**src/rtl/hqm_rcfwl_gclk_psocsyncdist_deskew.sv**
```systemverilog
// PSOC sync fan-out: shared repeater pipeline, per-output deskew taps and a sync period lock monitor.
// Optional HQM_PSOCSYNCDIST_LOCKED_GATE_EN: sync_out held low until the monitor reports lock.
module hqm_rcfwl_gclk_psocsyncdist_deskew #(
    parameter int unsigned NUM_OF_OUTPUTS = 4,
    parameter int unsigned NUM_OF_RPTRS   = 2,
    parameter int unsigned MAX_SKEW       = 7,
    parameter int unsigned SKEW_W         = $clog2(MAX_SKEW + 1),
    parameter int unsigned PERIOD_W       = 8,
    parameter int unsigned LOCK_CNT       = 3
) (
    input  logic                             adop_postclk_free,
    input  logic                             powergood_rst_b,
    input  logic                             sync_in,
    input  logic [NUM_OF_OUTPUTS*SKEW_W-1:0] skew_cfg,
    input  logic                             cfg_load,
    input  logic [PERIOD_W-1:0]              period_cfg,
    output logic [NUM_OF_OUTPUTS-1:0]        sync_out,
    output logic                             cfg_pending,
    output logic                             sync_locked,
    output logic                             sync_err
);

    localparam int unsigned GOOD_W = $clog2(LOCK_CNT + 1);

    typedef enum logic [1:0] {StIdle, StAcquire, StLocked} mon_state_e;

    logic [NUM_OF_RPTRS-1:0] rptr_q, rptr_d;
    logic [MAX_SKEW-1:0]     dly_q, dly_d;
    logic                    base;

    assign base = rptr_q[NUM_OF_RPTRS-1];

    // Every output taps the same base-fed delay line, so one line serves them all.
    always_comb begin
        rptr_d    = '0;
        rptr_d[0] = sync_in;
        for (int k = 1; k < NUM_OF_RPTRS; k++) rptr_d[k] = rptr_q[k-1];
        dly_d    = '0;
        dly_d[0] = base;
        for (int k = 1; k < MAX_SKEW; k++) dly_d[k] = dly_q[k-1];
    end

    always_ff @(posedge adop_postclk_free or negedge powergood_rst_b) begin
        if (!powergood_rst_b) begin
            rptr_q <= '0;
            dly_q  <= '0;
        end else begin
            rptr_q <= rptr_d;
            dly_q  <= dly_d;
        end
    end

    logic [NUM_OF_OUTPUTS-1:0][SKEW_W-1:0] shadow_q, shadow_d, skew_q;
    logic                                  pending_q;
    logic                                  pipe_empty;
    logic                                  apply_cfg;

    function automatic logic [SKEW_W-1:0] clamp_skew(input logic [SKEW_W-1:0] s);
        if (32'(s) > MAX_SKEW) return SKEW_W'(MAX_SKEW);
        return s;
    endfunction

    always_comb begin
        shadow_d = shadow_q;
        if (cfg_load) begin
            for (int i = 0; i < NUM_OF_OUTPUTS; i++) begin
                shadow_d[i] = clamp_skew(skew_cfg[i*SKEW_W +: SKEW_W]);
            end
        end
    end

    // Swapping skew only with nothing in flight keeps every pulse intact and in order.
    assign pipe_empty = (rptr_q == '0) && (dly_q == '0);
    assign apply_cfg  = pending_q && pipe_empty;

    always_ff @(posedge adop_postclk_free or negedge powergood_rst_b) begin
        if (!powergood_rst_b) begin
            shadow_q  <= '0;
            skew_q    <= '0;
            pending_q <= 1'b0;
        end else begin
            shadow_q <= shadow_d;
            if (apply_cfg) skew_q <= shadow_q;
            if (cfg_load) begin
                pending_q <= 1'b1;
            end else if (apply_cfg) begin
                pending_q <= 1'b0;
            end
        end
    end

    logic [NUM_OF_OUTPUTS-1:0] tap;

    always_comb begin
        tap = '0;
        for (int i = 0; i < NUM_OF_OUTPUTS; i++) begin
            if (skew_q[i] == '0) tap[i] = base;
            else                 tap[i] = dly_q[skew_q[i] - SKEW_W'(1)];
        end
    end

    mon_state_e          state_q;
    logic [PERIOD_W-1:0] cnt_q;
    logic [GOOD_W-1:0]   good_q;
    logic                locked_q;
    logic                err_q;
    logic                on_period;
    logic                late;

    assign on_period = (cnt_q == period_cfg);
    assign late      = (cnt_q > period_cfg);

    always_ff @(posedge adop_postclk_free or negedge powergood_rst_b) begin
        if (!powergood_rst_b) begin
            state_q  <= StIdle;
            cnt_q    <= '0;
            good_q   <= '0;
            locked_q <= 1'b0;
            err_q    <= 1'b0;
        end else begin
            if (base) begin
                cnt_q <= PERIOD_W'(1);
            end else if (cnt_q != '1) begin
                cnt_q <= cnt_q + 1'b1;
            end
            if (period_cfg == '0) begin
                state_q  <= StIdle;
                good_q   <= '0;
                locked_q <= 1'b0;
            end else begin
                unique case (state_q)
                    StIdle: begin
                        if (base) begin
                            state_q <= StAcquire;
                            good_q  <= '0;
                        end
                    end
                    StAcquire: begin
                        if (base) begin
                            if (!on_period) begin
                                good_q <= '0;
                            end else if (good_q == GOOD_W'(LOCK_CNT - 1)) begin
                                state_q  <= StLocked;
                                locked_q <= 1'b1;
                                good_q   <= '0;
                            end else begin
                                good_q <= good_q + 1'b1;
                            end
                        end
                    end
                    StLocked: begin
                        if ((base && !on_period) || (!base && late)) begin
                            state_q  <= StAcquire;
                            locked_q <= 1'b0;
                            err_q    <= 1'b1;
                            good_q   <= '0;
                        end
                    end
                    default: state_q <= StIdle;
                endcase
            end
        end
    end

    assign cfg_pending = pending_q;
    assign sync_locked = locked_q;
    assign sync_err    = err_q;

`ifdef HQM_PSOCSYNCDIST_LOCKED_GATE_EN
    assign sync_out = tap & {NUM_OF_OUTPUTS{locked_q}};
`else
    assign sync_out = tap;
`endif

endmodule

```
**config.mk**
```make
export PLATFORM = sky130hd
export DESIGN_NAME = hqm_rcfwl_gclk_psocsyncdist_deskew
export DESIGN_NICKNAME = d
export VERILOG_FILES = /design/src/rtl/hqm_rcfwl_gclk_psocsyncdist_deskew.sv
export SDC_FILE = /design/constraint.sdc
export NUM_CORES = 1
export LEC_CHECK = 0
export ABC_AREA = 1
export CORE_ASPECT_RATIO = 1.5
export CORE_UTILIZATION = 60
export DETAILED_ROUTE_END_ITERATION = 6
export GPL_TIMING_DRIVEN = 0
export HOLD_SLACK_MARGIN = 0.08
export PLACE_DENSITY = 0.9
export SLEW_MARGIN = 10
export SYNTH_ARGS = -nofsm -noshare
export SYNTH_HDL_FRONTEND = slang
export SYNTH_SLANG_ARGS = --single-unit
```
**constraint.sdc**
```tcl
create_clock -name adop_postclk_free -period 3.25 [get_ports adop_postclk_free]
set_input_delay 0.65 -clock adop_postclk_free [delete_from_list [all_inputs] [get_ports adop_postclk_free]]
set_output_delay 0.65 -clock adop_postclk_free [all_outputs]
set_load 0.01 [all_outputs]
```
==> metrics.log <==
INFO  metric antennaDiodeCount = 0
INFO  metric clk_latency = 0.31 ns
INFO  metric cts_setup_buffers = 0
INFO  metric syn_avg_cell_area = 8.433 um^2
INFO  metric design_power = 0.001418 W
INFO  metric synthesis.area = 2623 um^2
INFO  metric cts-htree-levels = 2
INFO  metric yosys.cell_types.count = 29
INFO  metric timing.critical_path.from_type = flop
INFO  metric maximum_number_of_pins_on_one_net_before_global_route_repair = 33
INFO  metric drt_iter0_drc = 101
INFO  metric synth_compound_gate_area_share = 17.84%
INFO  metric postSynth.asyncResetShare = 100.0%
INFO  metric final_period_utilization = 92.70%
INFO  metric maxClockFrequency = 331.9 MHz
INFO  metric final_layout_size_suffix_gt1_share = 8.571%
INFO  metric setup.worst_path.start = skew_q[0]
INFO  metric initial_standard_cell_utilization_of_the_core = 62.31%
INFO  metric grt.total_usage = 23.87%
INFO  metric grt_pass1_wl = 8763 um
INFO  metric post_synth_inst_count = 311
INFO  metric avgRoutedWirePerCell = 12.56 um
INFO  metric clk_sink_count = 48
INFO  metric die_width = 55.98 um
INFO  metric ctsLongestPathBuffers = 2
INFO  metric finalCriticalPeriod = 3.013 ns
INFO  metric synthXorXnorAreaFrac = 2.004%
INFO  metric worst_r2r_startpoint = cnt_q[7]
INFO  metric ys.flop_type = dfrtp_1
INFO  metric synth_top_area_share = 45.80%
INFO  metric via_total_after_detailed_routing = 2149
INFO  metric grt_antenna_before_repair = 0
INFO  metric route.detailed.drc = 0
INFO  metric cts_resized = 0
INFO  metric synth_warnings = 0
INFO  metric maxSlewHeadroom = 66.36%
INFO  metric slew_viol_final = 0
INFO  metric core.rowCount = 29
INFO  metric worst_pin_slew = 0.5046 ns
INFO  metric yosysSeqAreaShare = 45.80%
INFO  metric wl = 4974 um
INFO  metric viasPerCell = 5.427
INFO  metric worst-endpoint-required = 2.60 ns
INFO  metric finalSetupTns = 0 ns
INFO  metric clock_tree.root_cell = clkbuf_8
INFO  metric hold_buffers = 0
INFO  metric critPathKind = flop to output port
INFO  metric ant_nets = 0
INFO  metric ioPinCount = 31
INFO  metric finalHoldViolCount = 0
INFO  metric post_synthesis_register_bit_count = 48
INFO  metric fin_util = 73.39%
INFO  metric post_synth_and_or_nand_nor_area_fraction = 16.65%
INFO  metric setup_viol_count_final = 0
INFO  metric synth-adder-area-share = 8.111%
INFO  metric maxCapViolCount = 0
INFO  metric die_span_in_y = 82.97 um
INFO  metric drt_first_pass_iters = 4
INFO  metric endpoint_kind = output port
INFO  metric cts_tree = built
INFO  metric synth-edff-count = 0
INFO  metric fin_nets = 390
INFO  metric numPortBuffers = 30
INFO  metric die-area = 4645 um^2
INFO  metric run_status = complete, no violations
INFO  metric worst-endpoint-arrival = 2.36 ns
INFO  metric overflow = 0
INFO  metric setup_repair_after_global_routing_missed_its_margin = false
INFO  metric total_leakage_power = 1.508 nW
INFO  metric vias_in_the_first_global_route = 2185
INFO  metric pwr_density_cell = 459.1 nW/um^2
INFO  metric finalWeightedCongestion = 0.7680
INFO  metric synth_area_leader_cell = dfrtp_1
INFO  metric layout-area-overhead-vs-synth = 17.80%
INFO  metric clk_pin_slew = 0.09 ns
INFO  metric synth_nets = 352
INFO  metric timing.critical_path.fanout_max = 6
INFO  metric finalClockSkew = 0.01053 ns
INFO  metric cts_inserted_buffers = 5
INFO  metric core = 4209 um^2
INFO  metric multiplexer_share_of_the_synthesized_area = 0%
INFO  metric place_hpwl = 3872 um
INFO  metric worst_ir_drop_vdd = 0.3913 mV
INFO  metric synth.area.top_cells = dfrtp_1 (46%), inv_1 (8.3%), ha_1 (8.1%)
INFO  metric synth_top_family_by_area = compound AO/OA/AOI/OAI gates
INFO  metric worstHoldPathType = input port to async pin
per-layer routing:
metal | track usage [%] | up-vias | wire (um)
met3 | 3.427 | 20 | 186
met5 | 0 | - | 0
met1 | 24.34 | 965 | 1917
met2 | 45.45 | 74 | 2701
li1 | - | 1090 | -
met4 | 12.20 | 0 | 169
cell usage in the layout, fill, tap and decap left out, drive strengths merged:
master and n:
clkbuf 10, a21o 1, nor4 1, nand2 52
buf 4, inv 58, a22oi 1, xor2 2
dfrtp 48, nand3b 1, o211ai 3, o21ai 49
nand4 4, nor3 2, o221ai 1, nor2 22
clkinvlp 1, o31ai 2, xnor2 4, ha 17
clkdlybuf4s50 29, nor3b 1, nand3 16, a31oi 5
a21oi 15, a31o 1
cells in the mapped netlist, types with 2 or more instances:
cell type	count
buf_6	2
ha_1	17
nand4_1	3
o21ai_0	37
xnor2_1	4
dfrtp_1	48
a31oi_1	5
nand3_1	15
o211ai_1	3
o21ai_2	12
nor2_1	21
clkbuf_1	3
nand2_1	51
a21oi_1	15
inv_1	58
o31ai_1	2
nor3_1	2
xor2_1	2
sequential cells by signal, indices dropped and copies added (netlist names):
signal,count
cfg_pending,1
cnt_q,8
dly_q,7
good_q,2
rptr_q,2
shadow_q,12
skew_q,12
state_q,2
sync_err,1
sync_locked,1
final timing paths:
check | slack (ns) | end | cells after the start
worst min register to register | 0.39 | rptr_q[1] | 0
min in group adop_postclk_free | 0.39 | rptr_q[1] | 0
worst max register to register | 1.58 | good_q[1] | 10
worst min-delay path | 0.25 | cnt_q[2] | 1
max in group asynchronous | 2.49 | good_q[0] | 2
worst max-delay path | 0.24 | sync_out[0] | 9
through the flow:
step / std cells / hold slack [ns] / instance area [um^2] / setup WS (ns)
floorplan: 311 / 0.3544 / 2623 / 1.234
global placement: 387 / 0.3936 / 2980 / 0.1916
detailed placement: 388 / 0.3853 / 2995 / 0.5607
CTS: 396 / 0.2680 / 3089 / 0.2226
global route: 396 / 0.2805 / 3089 / 0.08788
finish: 396 / 0.2514 / 3089 / 0.2373
cells by family (layout without fill, tap and decap cells):
logic type / after synthesis / after routing
and+or+nand+nor: 99 / 99
AOI/OAI and AO/OA: 78 / 78
buffers and inverters: 63 / 102
DFF: 48 / 48
adders and majority gates: 17 / 17
xor gates and xnor gates: 6 / 6
critical path: stages, from the launching register on:
cell and delay, ns:
dfrtp_1 0.44, inv_1 0.14, ha_1 0.30, inv_1 0.07, a21oi_1 0.13, o21ai_0 0.10, o211ai_1 0.10, a21oi_1 0.09
a21oi_1 0.14, clkdlybuf4s50_1 0.55
where the power goes:
part	switching, W	internal [W]
Combinational	0.000197	0.000165
Clock	0.000196	0.000173
Sequential	0.0000424	0.000645
Total	0.000435	0.000983
cell type report:
class                           count  area [um^2]
Buffer                              5        33.78
Inverter                           58        217.7
Fill cell                         303         1120
Sequential cell                    48         1201
Clock buffer                        7        86.33
Clock inverter                      1        7.507
Timing Repair Buffer               31        315.3
Multi-Input combinational cell    200         1170
Tap cell                           46        57.56
No activity file was read; power rests on OpenSTA's default activity.
